===== src/rtl/osd_sequencer_pkg.sv =====
`default_nettype none
// ============================================================================
// Module  : osd_sequencer_pkg
// Purpose : Shared geometry constants, FSM encoding and width helper for the
//           OSD character sequencer.
// Revision: 1.0 - initial release
// ============================================================================
package osd_sequencer_pkg;

    localparam int c_CELL_W     = 16;
    localparam int c_GLYPH_ROWS = 8;
    localparam int c_CNT_W      = 4;
    localparam int c_COORD_W    = 10;
    localparam int c_LEN_W      = 5;

    typedef enum logic [2:0] {
        ST_IDLE  = 3'd0,
        ST_ARM   = 3'd1,
        ST_LOAD  = 3'd2,
        ST_SHIFT = 3'd3,
        ST_DONE  = 3'd4
    } state_t;

    function automatic int idx_w(input int n);
        return (n > 1) ? $clog2(n) : 1;
    endfunction

endpackage
`default_nettype wire


===== src/rtl/osd_sequencer_if.sv =====
`default_nettype none
// ============================================================================
// Module  : osd_sequencer_if
// Purpose : Beam position, window configuration and datapath control bundle.
// Revision: 1.0 - initial release
// ============================================================================
interface osd_sequencer_if #(
    parameter int NUM_WIN = 4,
    parameter int MAX_LEN = 16
) ();
    import osd_sequencer_pkg::*;

    localparam int SEL_W  = idx_w(NUM_WIN);
    localparam int ADDR_W = idx_w(MAX_LEN);

    logic                           pix_en;
    logic [c_COORD_W-1:0]           vga_x;
    logic [c_COORD_W-1:0]           vga_y;
    logic [NUM_WIN-1:0]             win_en;
    logic [NUM_WIN-1:0]             win_blink;
    logic [c_COORD_W*NUM_WIN-1:0]   win_x;
    logic [c_COORD_W*NUM_WIN-1:0]   win_y;
    logic [c_LEN_W*NUM_WIN-1:0]     win_len;
    logic [SEL_W-1:0]               win_sel;
    logic [ADDR_W-1:0]              buf_addr;
    logic [2:0]                     line_addr;
    logic                           load;
    logic                           shift_en;
    logic                           osd_active;

    modport slave (
        input  pix_en, vga_x, vga_y, win_en, win_blink, win_x, win_y, win_len,
        output win_sel, buf_addr, line_addr, load, shift_en, osd_active
    );

    modport master (
        output pix_en, vga_x, vga_y, win_en, win_blink, win_x, win_y, win_len,
        input  win_sel, buf_addr, line_addr, load, shift_en, osd_active
    );

endinterface
`default_nettype wire


===== src/rtl/osd_sequencer_window_select.sv =====
`default_nettype none
// ============================================================================
// Module  : osd_window_select
// Purpose : Combinational priority hit test of the scanline against all
//           windows; returns the owner, its glyph row and its geometry.
// Revision: 1.0 - initial release
// ============================================================================
module osd_window_select
    import osd_sequencer_pkg::*;
#(
    parameter int NUM_WIN  = 4,
    parameter int LINE_REP = 4,
    parameter int SEL_W    = 2
) (
    input  wire logic [c_COORD_W-1:0]         i_vga_y,
    input  wire logic [NUM_WIN-1:0]           i_win_en,
    input  wire logic [c_COORD_W*NUM_WIN-1:0] i_win_x,
    input  wire logic [c_COORD_W*NUM_WIN-1:0] i_win_y,
    input  wire logic [c_LEN_W*NUM_WIN-1:0]   i_win_len,
    output logic                              o_hit,
    output logic [SEL_W-1:0]                  o_sel,
    output logic [2:0]                        o_line_addr,
    output logic [c_COORD_W-1:0]              o_win_x,
    output logic [c_LEN_W-1:0]                o_win_len
);

    localparam int REP_LOG2 = $clog2(LINE_REP);
    localparam int DY_W     = c_COORD_W + 1;
    localparam int ROWS_H   = c_GLYPH_ROWS * LINE_REP;

    logic [NUM_WIN-1:0] w_hit;
    logic [2:0]         w_row [NUM_WIN];

    for (genvar gi = 0; gi < NUM_WIN; gi++) begin : g_win
        logic [c_COORD_W-1:0] w_top;
        logic [DY_W-1:0]      w_dy;

        assign w_top      = i_win_y[gi*c_COORD_W +: c_COORD_W];
        assign w_dy       = {1'b0, i_vga_y} - {1'b0, w_top};
        assign w_hit[gi]  = i_win_en[gi]
                         && (i_win_len[gi*c_LEN_W +: c_LEN_W] != '0)
                         && (i_vga_y >= w_top)
                         && (w_dy < DY_W'(ROWS_H));
        assign w_row[gi]  = 3'(w_dy >> REP_LOG2);
    end

    // Descending scan so the lowest-indexed hit wins.
    always_comb begin
        o_hit       = 1'b0;
        o_sel       = '0;
        o_line_addr = '0;
        o_win_x     = '0;
        o_win_len   = '0;
        for (int i = NUM_WIN - 1; i >= 0; i--) begin
            if (w_hit[i]) begin
                o_hit       = 1'b1;
                o_sel       = SEL_W'(i);
                o_line_addr = w_row[i];
                o_win_x     = i_win_x[i*c_COORD_W +: c_COORD_W];
                o_win_len   = i_win_len[i*c_LEN_W +: c_LEN_W];
            end
        end
    end

endmodule
`default_nettype wire


===== src/rtl/osd_sequencer.sv =====
`default_nettype none
// ============================================================================
// Module  : osd_sequencer
// Purpose : Per-scanline window arbitration and per-cell sequencing of the
//           shared OSD character datapath. Optional macro OSD_BLINK_EN adds a
//           frame counter that gates blinking windows.
// Revision: 1.0 - initial release
// ============================================================================
module osd_sequencer
    import osd_sequencer_pkg::*;
#(
    parameter int NUM_WIN    = 4,
    parameter int MAX_LEN    = 16,
    parameter int LINE_REP   = 4,
    parameter int BLINK_LOG2 = 5
) (
    input  wire logic          clk,
    input  wire logic          reset,
    osd_sequencer_if.slave     bus
);

    localparam int SEL_W  = idx_w(NUM_WIN);
    localparam int ADDR_W = idx_w(MAX_LEN);

    state_t                 r_state, w_state_nxt;
    logic [c_CNT_W-1:0]     r_cnt, w_cnt_nxt;
    logic [ADDR_W-1:0]      r_buf_addr, w_buf_nxt;
    logic [2:0]             r_line_addr, w_line_nxt;
    logic [SEL_W-1:0]       r_win_sel, w_sel_nxt;
    logic [c_COORD_W-1:0]   r_win_x, w_wx_nxt;
    logic [c_LEN_W-1:0]     r_win_len, w_wl_nxt;

    logic                   w_latch;
    logic [NUM_WIN-1:0]     w_en_eff;
    logic                   w_hit;
    logic [SEL_W-1:0]       w_sel;
    logic [2:0]             w_row;
    logic [c_COORD_W-1:0]   w_win_x;
    logic [c_LEN_W-1:0]     w_win_len;
    logic                   w_load, w_shift_en, w_active;

    assign w_latch = bus.pix_en && (bus.vga_x == '0);

`ifdef OSD_BLINK_EN
    logic [BLINK_LOG2:0] r_frame;

    always_ff @(posedge clk) begin
        if (reset) begin
            r_frame <= '0;
        end else if (w_latch && (bus.vga_y == '0)) begin
            r_frame <= r_frame + 1'b1;
        end
    end

    assign w_en_eff = bus.win_en & ~(bus.win_blink & {NUM_WIN{r_frame[BLINK_LOG2]}});
`else
    logic w_unused_blink;
    assign w_unused_blink = ^bus.win_blink;
    assign w_en_eff       = bus.win_en;
`endif

    osd_window_select #(
        .NUM_WIN  (NUM_WIN),
        .LINE_REP (LINE_REP),
        .SEL_W    (SEL_W)
    ) u_select (
        .i_vga_y     (bus.vga_y),
        .i_win_en    (w_en_eff),
        .i_win_x     (bus.win_x),
        .i_win_y     (bus.win_y),
        .i_win_len   (bus.win_len),
        .o_hit       (w_hit),
        .o_sel       (w_sel),
        .o_line_addr (w_row),
        .o_win_x     (w_win_x),
        .o_win_len   (w_win_len)
    );

    always_ff @(posedge clk) begin
        if (reset) begin
            r_state     <= ST_IDLE;
            r_cnt       <= '0;
            r_buf_addr  <= '0;
            r_line_addr <= '0;
            r_win_sel   <= '0;
            r_win_x     <= '0;
            r_win_len   <= '0;
        end else begin
            r_state     <= w_state_nxt;
            r_cnt       <= w_cnt_nxt;
            r_buf_addr  <= w_buf_nxt;
            r_line_addr <= w_line_nxt;
            r_win_sel   <= w_sel_nxt;
            r_win_x     <= w_wx_nxt;
            r_win_len   <= w_wl_nxt;
        end
    end

    always_comb begin
        w_state_nxt = r_state;
        w_cnt_nxt   = r_cnt;
        w_buf_nxt   = r_buf_addr;
        w_line_nxt  = r_line_addr;
        w_sel_nxt   = r_win_sel;
        w_wx_nxt    = r_win_x;
        w_wl_nxt    = r_win_len;
        w_load      = (r_state == ST_LOAD);
        w_active    = (r_state == ST_SHIFT);
        w_shift_en  = (r_state == ST_SHIFT) && bus.pix_en;

        // The line latch overrides everything, which is what cuts a window
        // that runs past the right edge.
        if (w_latch) begin
            w_state_nxt = ST_IDLE;
            w_cnt_nxt   = '0;
            w_buf_nxt   = '0;
            w_sel_nxt   = '0;
            w_line_nxt  = '0;
            if (w_hit) begin
                w_sel_nxt  = w_sel;
                w_line_nxt = w_row;
                w_wx_nxt   = w_win_x;
                w_wl_nxt   = w_win_len;
                if (w_win_x == '0) begin
                    // Pixel 0 is consumed by the latch; start one pixel in so
                    // later cells stay on the 16-pixel grid.
                    w_state_nxt = ST_LOAD;
                    w_cnt_nxt   = c_CNT_W'(1);
                end else begin
                    w_state_nxt = ST_ARM;
                end
            end
        end else begin
            case (r_state)
                ST_ARM: begin
                    if (bus.pix_en && (bus.vga_x == r_win_x - 1'b1)) begin
                        w_state_nxt = ST_LOAD;
                    end
                end
                ST_LOAD: begin
                    w_state_nxt = ST_SHIFT;
                end
                ST_SHIFT: begin
                    if (bus.pix_en) begin
                        w_cnt_nxt = r_cnt + 1'b1;
                        if (r_cnt == c_CNT_W'(c_CELL_W - 1)) begin
                            if (c_LEN_W'(r_buf_addr) == r_win_len - 1'b1) begin
                                w_state_nxt = ST_DONE;
                                w_buf_nxt   = '0;
                            end else begin
                                w_state_nxt = ST_LOAD;
                                w_buf_nxt   = r_buf_addr + 1'b1;
                            end
                        end
                    end
                end
                default: begin
                    w_state_nxt = r_state;
                end
            endcase
        end
    end

    assign bus.win_sel    = r_win_sel;
    assign bus.buf_addr   = r_buf_addr;
    assign bus.line_addr  = r_line_addr;
    assign bus.load       = w_load;
    assign bus.shift_en   = w_shift_en;
    assign bus.osd_active = w_active;

endmodule
`default_nettype wire

===== src/flat_wrapper.sv =====
// flat-port wrapper written by rule: the top's interface ports become plain ports
module osd_sequencer_flat import osd_sequencer_pkg::*;
#(
    parameter int NUM_WIN    = 4,
    parameter int MAX_LEN    = 16,
    parameter int LINE_REP   = 4,
    parameter int BLINK_LOG2 = 5
)
  (clk, reset, bus_pix_en, bus_vga_x, bus_vga_y, bus_win_en, bus_win_blink, bus_win_x, bus_win_y, bus_win_len, bus_win_sel, bus_buf_addr, bus_line_addr, bus_load, bus_shift_en, bus_osd_active);
  osd_sequencer_if #(.NUM_WIN(NUM_WIN), .MAX_LEN(MAX_LEN)) bus_i ();
  input  wire logic clk;
  input  wire logic reset;
  input wire logic [$bits(bus_i.pix_en)-1:0] bus_pix_en;
  input wire logic [$bits(bus_i.vga_x)-1:0] bus_vga_x;
  input wire logic [$bits(bus_i.vga_y)-1:0] bus_vga_y;
  input wire logic [$bits(bus_i.win_en)-1:0] bus_win_en;
  input wire logic [$bits(bus_i.win_blink)-1:0] bus_win_blink;
  input wire logic [$bits(bus_i.win_x)-1:0] bus_win_x;
  input wire logic [$bits(bus_i.win_y)-1:0] bus_win_y;
  input wire logic [$bits(bus_i.win_len)-1:0] bus_win_len;
  output wire logic [$bits(bus_i.win_sel)-1:0] bus_win_sel;
  output wire logic [$bits(bus_i.buf_addr)-1:0] bus_buf_addr;
  output wire logic [$bits(bus_i.line_addr)-1:0] bus_line_addr;
  output wire logic [$bits(bus_i.load)-1:0] bus_load;
  output wire logic [$bits(bus_i.shift_en)-1:0] bus_shift_en;
  output wire logic [$bits(bus_i.osd_active)-1:0] bus_osd_active;
  assign bus_i.pix_en = bus_pix_en;
  assign bus_i.vga_x = bus_vga_x;
  assign bus_i.vga_y = bus_vga_y;
  assign bus_i.win_en = bus_win_en;
  assign bus_i.win_blink = bus_win_blink;
  assign bus_i.win_x = bus_win_x;
  assign bus_i.win_y = bus_win_y;
  assign bus_i.win_len = bus_win_len;
  assign bus_win_sel = bus_i.win_sel;
  assign bus_buf_addr = bus_i.buf_addr;
  assign bus_line_addr = bus_i.line_addr;
  assign bus_load = bus_i.load;
  assign bus_shift_en = bus_i.shift_en;
  assign bus_osd_active = bus_i.osd_active;
  osd_sequencer #(.NUM_WIN(NUM_WIN), .MAX_LEN(MAX_LEN), .LINE_REP(LINE_REP), .BLINK_LOG2(BLINK_LOG2)) u_core (.clk(clk), .reset(reset), .bus(bus_i));
endmodule

===== config.mk =====
export PLATFORM = sky130hd
export DESIGN_NAME = osd_sequencer_flat
export DESIGN_NICKNAME = d
export VERILOG_FILES = /design/src/rtl/osd_sequencer_pkg.sv /design/src/rtl/osd_sequencer_if.sv /design/src/rtl/osd_sequencer_window_select.sv /design/src/rtl/osd_sequencer.sv /design/src/flat_wrapper.sv
export SDC_FILE = /design/constraint.sdc
export NUM_CORES = 1
export LEC_CHECK = 0
export CORE_MARGIN = 2
export CORE_UTILIZATION = 30
export CTS_CLUSTER_SIZE = 16
export DETAILED_ROUTE_END_ITERATION = 10
export SYNTH_ARGS = -nofsm -noshare
export SYNTH_HDL_FRONTEND = slang
export SYNTH_HIERARCHICAL = 1
export SYNTH_SLANG_ARGS = --single-unit

===== constraint.sdc =====
create_clock -name clk -period 4.4 [get_ports clk]
set_input_delay 0.66 -clock clk [delete_from_list [all_inputs] [get_ports clk]]
set_output_delay 0.66 -clock clk [all_outputs]
set_load 0.005 [all_outputs]

Word level (Yosys, flattened, before mapping)
Cells that the tools add are included.
Widths: inputs -> output; s select.
Word-level totals
  input port bits: 131
  flip-flop bits (word level): 31
Cells by class
  equal/unequal tests: 9
  reduce and logical (&&, ||, !) cells: 29
  mux-type cells: 36
  add/subtract/negate cells: 8
  $lt $le $gt $ge: 8
Operators by type and width (number)
  $lt 11x6->1 const B: 4
  $sub 10x10->11: 4
  $ge 10x10->1: 4
  $mux 10: 4
  $mux 3: 11
  $logic_not 10->1: 2
  $mux 4: 5
  $mux 5: 4
  $reduce_bool 5->1: 4
  $logic_and 1x1->1: 15
  $mux 2: 6
  $eq 10x10->1: 1
  $sub 10x1->10 const B: 1
  $pmux 3 s3: 1
  $add 4x1->4 const B: 2
  $eq 3x2->1 const B: 2
  $ne 3x1->1 const B: 2
  $eq 4x5->1: 1
  $mux 1: 5
  $sub 5x1->5 const B: 1
  $eq 4x4->1 const B: 1
  $reduce_and 2->1: 2
  $reduce_and 4->1: 1
  $reduce_bool 2->1: 2
  5 further kinds: 5

Depth between registers and ports, before layout
  depth after elaboration: 12
  mapped depth: 17

Hierarchy
Netlist, hierarchy kept.
Modules (own cells, without submodules)
  osd_window_select: area an instance 2290.9 µm², cells each 333, seq. area each 0.0 µm², instances 1
  osd_sequencer: area an instance 1765.4 µm², cells each 223, seq. area each 620.6 µm², instances 1

Worst setup path after synthesis
OpenSTA, ideal clock, no wires.
  path kind: in2reg
  from: input port bus_win_y[24]
  to: register u_core.r_state[1]
  path buffers: 2
  stages on the path: 16
  arrival time: 3.671 ns
  required time: 4.328 ns
  slack: 0.657 ns
  cells stage by stage: inv_1 > ha_1 > a21oi_1 > o21bai_1 > o31ai_2 > a211oi_2 > a2111oi_4 > nor2b_1 > buf_4 > buf_8 > a221oi_2 > a211oi_1 > nor4_1 > a41oi_1 > a211o_1 > mux2i_1
Between the ends
  cells in the longest elaborated chain, start to end: 10
  elaborated cells between the ends (all ways): 15
  those cells by class: 1 x add/sub; 2 x order compare; 9 x mux; 3 x reduce/logical
Ends and longest elaborated chain
  start, declared: RTL line flat_wrapper.sv:19  | input wire logic [$bits(bus_i.win_y)-1:0] bus_win_y;
  $sub 10x10->11 or $ge 10x10->1 (tied branches): RTL line osd_sequencer_window_select.sv:39, osd_sequencer_window_select.sv:42
  $lt 11x6->1 or $logic_and 1x1->1 (tied branches): RTL line osd_sequencer_window_select.sv:43, osd_sequencer_window_select.sv:42
  $logic_and 1x1->1 *: RTL line osd_sequencer_window_select.sv:43  | && (w_dy < DY_W'(ROWS_H));
  $mux 10 * (3 in a row): RTL line osd_sequencer_window_select.sv:55  | if (w_hit[i]) begin
  via u_core.w_win_x[3]: RTL line osd_sequencer.sv:38  | logic [c_COORD_W-1:0] w_win_x;
  $logic_not 10->1 *: RTL line osd_sequencer.sv:124  | if (w_win_x == '0) begin
  $mux 2 *: RTL line osd_sequencer.sv:124
  $mux 3 *: RTL line osd_sequencer.sv:119  | if (w_hit) begin
  $mux 3 *: RTL line osd_sequencer.sv:113  | if (w_latch) begin
  end signal, assigned: RTL line osd_sequencer.sv:89  | r_state <= w_state_nxt;
  end, declared: RTL line osd_sequencer.sv:25  | state_t r_state, w_state_nxt;
The timed path passes the listed nets; every way through them passes the cells marked *.
A chain may end at the register's enable or synchronous reset.

Worst setup path in the final report
  from: input port bus_win_y[23]
  to: register u_core.r_state[1]
The elaborated chain is that of the path after synthesis.

==> impl_metrics.tcl <==
set metrics [dict create \
    dp.cells 920 \
    path_class "input port to register" \
    cpPeakStageDelay_ps 450 \
    wl_um 14110 \
    cts.sinks 31 \
    num_antenna_cells 0 \
    first_pass_iters 4 \
    async_reset_ff_frac 0 \
    synth.distinct_cells 68 \
    startpoint_type "input port" \
    maxCapViolations 0 \
    yosys_warnings 6 \
    busiest_layer "met2" \
    power.density_mw_per_mm2 176.1 \
    crit_path_frequent_cell "buf_4" \
    p_leak_nw 2.704 \
    cts_root_buf "clkbuf_16" \
    core_area_mm2 0.01324 \
    status "completed" \
    crit_fanout 13 \
    crit_chain "clkdlybuf4s50_1 -> inv_1 -> ha_1 -> buf_4 -> a211oi_1 -> nor2_1 -> nor4_1 -> o21ai_1 -> a2111oi_4 -> nor2b_2 -> buf_12 -> a221oi_2 -> a211oi_2 -> nor4_2 -> buf_4 -> a41oi_2 -> a211o_1 -> mux2i_1" \
    rrSetupSlack_ps 1730 \
    ir_drop_uv 113.0 \
    die_y_um 120.3 \
    use_met1 0.2252 \
    finalHoldViolCount 0 \
    critical-path-top-delay-family "compound AO/OA/AOI/OAI gates" \
    grt_pass1_vias 4816 \
    min_period_ps 4222 \
    dp_slack_ps -319.6 \
    hold_slack_ps 458.7 \
    portBuffers 138 \
    grt_pass1_wl_um 22580 \
    finalSetupViolCount 0 \
    gp_congestion 0.8668 \
    maxSlewHeadroom 0.3884 \
    yosysTopAreaCellShare 0.1530 \
    synth-main-ff-cell "dfxtp_1" \
    areaGrowthSynthToFinish_pct 58.91 \
    clockBufferDepth 2 \
    overflow 0 \
    finClkSkew_ps 2.978 \
    grtUsageTotal 0.1895 \
    drt_first_iter_violations 221 \
    worst_slack_ps 178.3 \
    critPathBufInv 5 \
    postPlaceCellArea_mm2 0.006133 \
    ioPinCount 143 \
    viasPerCell 5.108 \
    cp_slowest_cell "clkdlybuf4s50_1" \
    use_met3 0.03396 \
    nets 926 \
    drv_slew 0 \
    netlist_instances 556 \
    final_antenna_net_count 0 \
    synth.most_common_cell "nor2_1" \
    cts_hold_buf 0 \
    hpwl_um 11730 \
    clkTransAtPathRegs_ps 50 \
    synth.avg_cell_area_um2 7.296 \
    synth-edff-count 0 \
    met2_usage 0.3587 \
    grt_antenna_before_repair 0 \
    post-synth-top-area-cell "dfxtp_1" \
    yosys-top-cells-count "66 x nor2_1, 58 x inv_1, 44 x ha_1, 41 x nand2_1, 38 x a21oi_1" \
    worst_hold_path_type "register to register" \
    cp.required_ps 4600 \
    die_w_um 120.3 \
    die_area_mm2 0.01447 \
    min_period_over_period 0.9595 \
    drive_gt1_frac 0.1715 \
    grt_max_degree 27 \
    initial_utilization 0.3063 \
    final_cell_area_mm2 0.006446 \
    drcViolationCount 0 \
    synth_area_leaders "dfxtp_1 15%, ha_1 14%, nor2_1 6.1%, inv_1 5.4%, a21oi_1 4.7%" \
    max_freq_mhz 236.9 \
    wl_per_cell_um 15.20 \
    row_count 42 \
    vias 4740 \
    worstPathArrival_ps 4430 \
    endpoint_kind "register" \
    synth_nets 731 \
    final_cells 928 \
    worst_pin_slew_ps 914.6 \
    tritoncts "yes" \
    ys_ff_latch 31 \
    synthesis.area_mm2 0.004056 \
    htree_levels 2 \
    worstSkewPairLatency_ps 270 \
    cts_made_buffers 5 \
    ys_seq_area_frac 0.1530 \
]
area by class of cell:
| cell class | count | area [um2] |
|---|---|---|
| Inverter | 59 | 221.5 |
| Clock inverter | 1 | 7.507 |
| Clock buffer | 7 | 152.6 |
| Multi-Input combinational cell | 441 | 3249 |
| Timing Repair Buffer | 213 | 1974 |
| Tap cell | 176 | 220.2 |
| Fill cell | 1293 | 6797 |
| Sequential cell | 31 | 620.6 |
worst register-to-register path: cells and delay by family, from the launching register on:
kind	cells	cell delay [ps]
fa+ha+maj	1	310
compound gates	5	1250
flops	1	460
simple gates	1	480
buf+inv	1	80
registers in the layout (all words and copies together) (netlist names):
signal / cells
u_core/r_win_x: 10
u_core/r_win_len: 5
u_core/bus.buf_addr: 4
u_core/r_cnt: 4
u_core/bus.line_addr: 3
u_core/r_state: 3
u_core/bus.win_sel: 2
routing by layer:
metal / vias to the layer above / share of wire
li1: 2419 / -
met1: 2179 / 0.43
met2: 127 / 0.50
met3: 15 / 0.056
met4: 0 / 0.013
met5: - / 0
kinds of logic after synthesis:
logic type / count (synthesis) / synth area share
xor+xnor: 33 / 0.07125
buf+inv: 84 / 0.08389
flops: 31 / 0.1530
mux: 4 / 0.01049
compound gates: 160 / 0.3041
fa+ha+maj: 44 / 0.1357
simple gates: 200 / 0.2415
worst paths after layout:
check / from / endpoint / cells after the start
max reg2reg: u_core/r_win_x[0] / u_core/r_state[0] / 8
min reg2reg: u_core/bus.line_addr[0] / u_core/bus.line_addr[0] / 2
max: bus_win_y[23] / u_core/r_state[1] / 18
min: u_core/bus.line_addr[0] / u_core/bus.line_addr[0] / 2
metrics by stage:
stage               utilization  setup TNS (ps)  power (mW)
global route             0.4868          -80.16       1.197
finish                   0.4868               0       1.135
CTS                      0.4759               0       1.124
floorplan                     -               0      0.5231
global placement         0.4632          -709.2      0.7499
detailed placement       0.4632          -983.3      0.7619
layout by cell type (no fill, tap or decap), types with 9 or more instances in the layout:
master,count
a21o_1,9
a21oi_1,38
nand2_1,41
a221oi_2,12
xor2_1,15
clkdlybuf4s50_1,136
nand3_1,29
dfxtp_1,31
buf_4,73
nor2_1,65
o21ai_0,14
ha_1,43
a211oi_2,12
inv_1,58
a211oi_1,12
xnor2_1,18
power breakdown:
| group | leakage [nW] | internal (mW) | switching (mW) |
|---|---|---|---|
| combinational | 2.38 | 0.272 | 0.216 |
| clock | 0.0761 | 0.240 | 0.119 |
| sequential | 0.250 | 0.285 | 0.00408 |
| total | 2.70 | 0.797 | 0.339 |
timing repair:
item,CTS,global route
setup endpoints to repair,2,15
pin swaps,0,6
endpoints found under the hold margin,0,0
setup buffers,0,0
resized for setup,2,26
(Power assumes the default switching activity.)
==> RTL edit 1, RTL diff (config.mk and constraints unchanged) <==
`MAX_LEN` is set to 16 in 3 places; all go to 8.
--- a/src/rtl/osd_sequencer_if.sv
+++ b/src/rtl/osd_sequencer_if.sv
@@ -6,7 +6,7 @@
 // ============================================================================
 interface osd_sequencer_if #(
     parameter int NUM_WIN = 4,
-    parameter int MAX_LEN = 16
+    parameter int MAX_LEN = 8
 ) ();
     import osd_sequencer_pkg::*;
 
--- a/src/rtl/osd_sequencer.sv
+++ b/src/rtl/osd_sequencer.sv
@@ -10,7 +10,7 @@
     import osd_sequencer_pkg::*;
 #(
     parameter int NUM_WIN    = 4,
-    parameter int MAX_LEN    = 16,
+    parameter int MAX_LEN    = 8,
     parameter int LINE_REP   = 4,
     parameter int BLINK_LOG2 = 5
 ) (
--- a/src/flat_wrapper.sv
+++ b/src/flat_wrapper.sv
@@ -2,7 +2,7 @@
 module osd_sequencer_flat import osd_sequencer_pkg::*;
 #(
     parameter int NUM_WIN    = 4,
-    parameter int MAX_LEN    = 16,
+    parameter int MAX_LEN    = 8,
     parameter int LINE_REP   = 4,
     parameter int BLINK_LOG2 = 5
 )
Interface: changed (resized bus_buf_addr); port bits go from 143 to 142. The function was not compared with the original's and may differ.
==> RTL edit 1 against the original RTL <==
Sequential cell count is 1 lower. Area after synthesis up 0.37%. Worst setup slack worse by 59 ps. Largest power group unchanged. Total power increased by 0.55%. Register-to-register slack got worse by 180 ps. First-iteration DRC count is 11% lower. Non-clock buffer count is 6 lower. Cell area fell by 0.60%. Largest cell class unchanged. Wire length barely moved. Fmax decreased by 1.4%.
==> RTL edit 1: results (changes against the original RTL) <==
H-tree levels: 2 (unchanged)
worst hold path class: register to register
ys flop type: dfxtp_1
slowest CP cell: or4_4
Placed Cells: 907 (-1.4%)
CTS clk-pin slew, worst paths: 50 ps (about the same)
pin count of the biggest net entering global routing: 30 (+11%)
DP Wirelength: 11700 um (-0.64%)
Yosys warning total: 6 (unchanged)
run status: finished clean
crit path DAT: 4480 ps (+50 ps)
Finished Layout Cells: 918 (-1.1%)
commonest cells in the netlist: inv_1 (62), a21oi_1 (45), ha_1 (44), nor2_1 (43), nand2_1 (41)
Largest regs: u_core/r_win_x (10), u_core/r_win_len (5), u_core/r_cnt (4)
Largest delay share family, worst path: compound AO/OA/AOI/OAI gates
CTS max path bufs: 2 (unchanged)
Leak: 2.74 nW (+1.4%)
Port Buf Inserts: 137 (-0.72%)
vias per cell: 5.22 (+2.2%)
antenna violations before repair: 0 (unchanged)
Place WS: -330 ps (-9.94 ps)
final wirelength: 14100 um (about the same)
share of post-route cells with drive strength above 1: 17.0% (-0.17 points)
CP peak stage delay: 530 ps (+80 ps)
GRT Total Usage: 18.6% (-0.38 points)
Syn Nets: 721 (-1.4%)
worst-skew pair later-pin latency: 270 ps (about the same)
Seq/Total Area, Yosys: 14.8% (-0.55 points)
worst ir drop on vdd: 0.000135 V (+20%)
post-synthesis async set-or-reset flop share: 0% (unchanged)
first-pass GRT wire length: 22200 um (-1.6%)
total CTS buffers: 5 (unchanged)
top cells by area, synth: dfxtp_1 (15%), ha_1 (14%), inv_1 (5.7%), a21oi_1 (5.5%), nor2_1 (4.0%)
First-pass DRT Iterations: 4 (unchanged)
clk_skew: 3.17 ps (+0.192 ps)
max_slew headroom: 29.3% (-9.5 points)
root buffer cell: clkbuf_16
GP Congestion: 0.861 (-0.73%)
Final Hold Viols: 0 (unchanged)
critical-path maximum fanout: 7 (-6)
nets: 916 (-1.1%)
Iteration-0 DRC Markers: 197 (-11%)
via count of the first global-routing pass: 4828 (+0.25%)
Unique masters post-synth: 79 (+16%)
synthesized area per cell: 7.46 um2 (+2.2%)
RTL edit 1: changes by cell type after synthesis, moves of 7 or more:
cell      change
nor2_1       -23
a211oi_1     -21
a22oi_1      +16
nor3_1        +9
a21oi_1       +7
o21a_1        +7
RTL edit 1: stage by stage:
stage | instance area [um2] | hold WS [ps] | util (%) | setup TNS, ps
after floorplan | 4070 | 447 | - | 0
after global placement | 6060 | 464 | 45.8 | -807
after detailed placement | 6060 | 469 | 45.8 | -2090
after CTS | 6220 | 478 | 47.0 | 0
after global routing | 6410 | 487 | 48.4 | -51.8
final | 6410 | 470 | 48.4 | 0
RTL edit 1: path summary, 6_finish.rpt:
path | cells past startpoint | slack [ps] | end | from
worst max-delay path | 16 | 120 | u_core/r_cnt[0] | bus_win_y[12]
worst max register to register | 8 | 1550 | u_core/r_state[2] | u_core/r_win_x[0]
worst min register to register | 2 | 470 | u_core/bus.line_addr[0] | u_core/bus.line_addr[0]
worst min-delay path | 2 | 470 | u_core/bus.line_addr[0] | u_core/bus.line_addr[0]
RTL edit 1: report_power, final:
| part | switching, mW | internal, mW | total, mW |
|---|---|---|---|
| Combinational | 0.230 | 0.289 | 0.519 |
| Sequential | 0.00854 | 0.279 | 0.288 |
| Clock | 0.111 | 0.223 | 0.335 |
| Total | 0.350 | 0.791 | 1.14 |
RTL edit 1: cells by family (layout without fill, tap and decap cells):
group	after synthesis	after routing	synth area share [%]
and+or+nand+nor	191	191	24.2
AOI/OAI and AO/OA	166	166	31.0
buffers and inverters	81	277	8.60
adders and majority gates	44	44	13.5
DFF	30	30	14.8
xor gates and xnor gates	27	27	6.18
muxes	7	7	1.78
RTL edit 1: what timing repair did:
action                     in CTS  in global routing
gates resized for setup         3                 30
cloned                          0                  0
hold buffers                    0                  0
pin swaps                       0                  8
setup buffers                   0                  3
setup endpoints to repair       2                 18
RTL edit 1: final cells by class:
cell class / instances / area [um2]
fillers: 1331 / 6840
inverters: 62 / 233
well taps: 176 / 220
flip-flops and latches: 30 / 601
clock inverters: 1 / 5.00
clock buffers: 7 / 143
multi-input cells: 435 / 3280
repair buffers: 207 / 1930
RTL edit 1: worst register-to-register path, stage by stage (launching register included):
cell	delay, ps
dfxtp_1	370
inv_1	100
ha_1	330
or4b_4	530
or3_1	340
a211oi_2	260
o311ai_2	200
o31ai_2	260
mux2_1	340
RTL edit 1: per-layer routing:
layer,GRT usage [%],routed length [um],vias to the layer above
met5,0,0,-
met4,3.34,162,0
met3,2.78,768,13
met2,36.4,7310,128
met1,21.2,5870,2242
li1,-,-,2410
==> RTL edit 2, RTL diff (same flow settings) <==
Without the edit above. Re-encode `state_t` (5 states) as one-hot, 5 bits wide.
--- a/src/rtl/osd_sequencer_pkg.sv
+++ b/src/rtl/osd_sequencer_pkg.sv
@@ -13,12 +13,12 @@
     localparam int c_COORD_W    = 10;
     localparam int c_LEN_W      = 5;
 
-    typedef enum logic [2:0] {
-        ST_IDLE  = 3'd0,
-        ST_ARM   = 3'd1,
-        ST_LOAD  = 3'd2,
-        ST_SHIFT = 3'd3,
-        ST_DONE  = 3'd4
+    typedef enum logic [4:0] {
+        ST_IDLE  = 5'b00001,
+        ST_ARM   = 5'b00010,
+        ST_LOAD  = 5'b00100,
+        ST_SHIFT = 5'b01000,
+        ST_DONE  = 5'b10000
     } state_t;
 
     function automatic int idx_w(input int n);
Behaviour: same outputs for any inputs over 10 cycles, from zero or initial values and one cycle with reset high; not proved beyond that.
==> RTL edit 2 against the original RTL <==
The run now ends with negative setup slack left. Cell area grew 13%. Sequential cell count is 2 higher. Highest routed layer unchanged. Worst setup slack lost 200 ps. Wire length is 8.3% higher. Total power increased by 8.3%. Area after synthesis rose by 2.8%. Global-route usage is 0.77 points higher. Final cell count rose by 6.7%.
==> RTL edit 2: results (changes against the original RTL) <==
pin count of the biggest net entering global routing: 34 (+26%)
share of post-route cells with drive strength above 1: 30.5% (+13 points)
WL met2: 7880 um (+11%)
Seq/Total Area, Yosys: 15.8% (+0.55 points)
Avg WL per Cell: 15.4 um (+1.6%)
via count of the first global-routing pass: 5248 (+9.0%)
Leak: 3.02 nW (+12%)
commonest cells in the netlist: nor2_1 (66), inv_1 (58), nand2_1 (56), ha_1 (44), a21oi_1 (37)
run status: complete, but fails checks
Place WS: -725 ps (-406 ps)
synthesized area per cell: 7.31 um2 (+0.25%)
crit path DAT: 4620 ps (+190 ps)
Syn Nets: 745 (+1.9%)
Placed Cells: 958 (+4.1%)
final setup vio count: 1 (+1)
Final Worst Setup Slack: -18.4 ps (-197 ps)
GP Congestion: 0.889 (+2.5%)
GRT Total Usage: 19.7% (+0.77 points)
first-pass GRT wire length: 24000 um (+6.5%)
DP Wirelength: 11700 um (about the same)
worst slew pin tran: 1100 ps (+190 ps)
clk_skew: 2.22 ps (-0.761 ps)
vias per cell: 5.23 (+2.5%)
Finished Layout Cells: 990 (+6.7%)
First-pass DRT Iterations: 6 (+2)
critical-path maximum fanout: 5 (-8)
top cells by area, synth: dfxtp_1 (16%), ha_1 (13%), nor2_1 (5.9%), inv_1 (5.2%), nand2_1 (5.0%)
worst ir drop on vdd: 0.000125 V (+11%)
nets: 984 (+6.3%)
failing checks: negative setup slack
RTL edit 2: cell count changes after synthesis, moves of 3 or more:
cell | unedited run | this run
nand2_1 | 41 | 56
nand3_1 | 30 | 19
nor3_1 | 7 | 16
and2_1 | 2 | 6
xor2_1 | 15 | 11
a41oi_1 | 3 | 0
nor4_1 | 7 | 4
RTL edit 2: routing by layer:
layer  global-route usage, %  vias up
li1                        -     2558
met3                    2.67       18
met1                    23.1     2461
met4                    4.53        0
met5                       0        -
met2                    37.7      144
RTL edit 2: kinds of logic after synthesis:
group	after synthesis	synth area share (%)
mux	6	1.50
compound gates	157	29.5
fa+ha+maj	44	13.2
buf+inv	80	7.86
simple gates	219	25.5
flops	33	15.8
xor+xnor	31	6.51
RTL edit 2: per-stage QoR:
step | instance area, um2 | hold WS [ps] | TNS [ps]
after CTS | 7000 | 457 | 0
after floorplan | 4170 | 448 | 0
final | 7310 | 459 | -18.4
after detailed placement | 6370 | 452 | -1440
after global routing | 7310 | 492 | -164
after global placement | 6370 | 444 | -1320
RTL edit 2: final timing paths:
kind,from,endpoint,slack [ps],cells after the start
setup / recovery,bus_win_y[32],u_core/r_state[2],-20,20
setup reg to reg,u_core/r_win_x[0],u_core/r_state[1],1620,8
hold / removal,u_core/bus.win_sel[1],u_core/bus.win_sel[1],460,2
hold reg to reg,u_core/bus.win_sel[1],u_core/bus.win_sel[1],460,2
RTL edit 2: power by group:
part	switching [mW]	leakage (nW)	internal, mW
registers	0.0000195	0.266	0.299
logic	0.248	2.67	0.325
clock network	0.118	0.0799	0.239
total	0.366	3.02	0.863
RTL edit 2: worst max-delay path: stages:
cell and delay, ps:
clkdlybuf4s50_1 460, inv_1 70, ha_4 280, o21ai_2 80
a211oi_2 340, nor3_1 120, xnor2_1 190, nor4_2 90
nor2b_4 160, buf_6 160, buf_6 120, a221oi_4 260
a211oi_2 80, or4_4 500, nor4_4 220, buf_4 170
a21oi_4 60, a211o_1 280, a41o_1 200, mux2i_1 110
RTL edit 2: cell type report:
type	instances	area, um2
clock buffer	7	153
clock inverter	1	5.00
fill	1279	6410
inverter	58	220
multi-input combinational	457	3800
sequential	33	661
tap	180	225
timing repair buffer	254	2240
RTL edit 2: what timing repair did:
action / 4_1_cts / 5_1_grt
pin swaps: 36 / 41
resized for setup: 98 / 93
endpoints found under the setup margin: 2 / 2
hold buffers: 0 / 0
gates cloned: 0 / 0
buffers inserted: 14 / 12
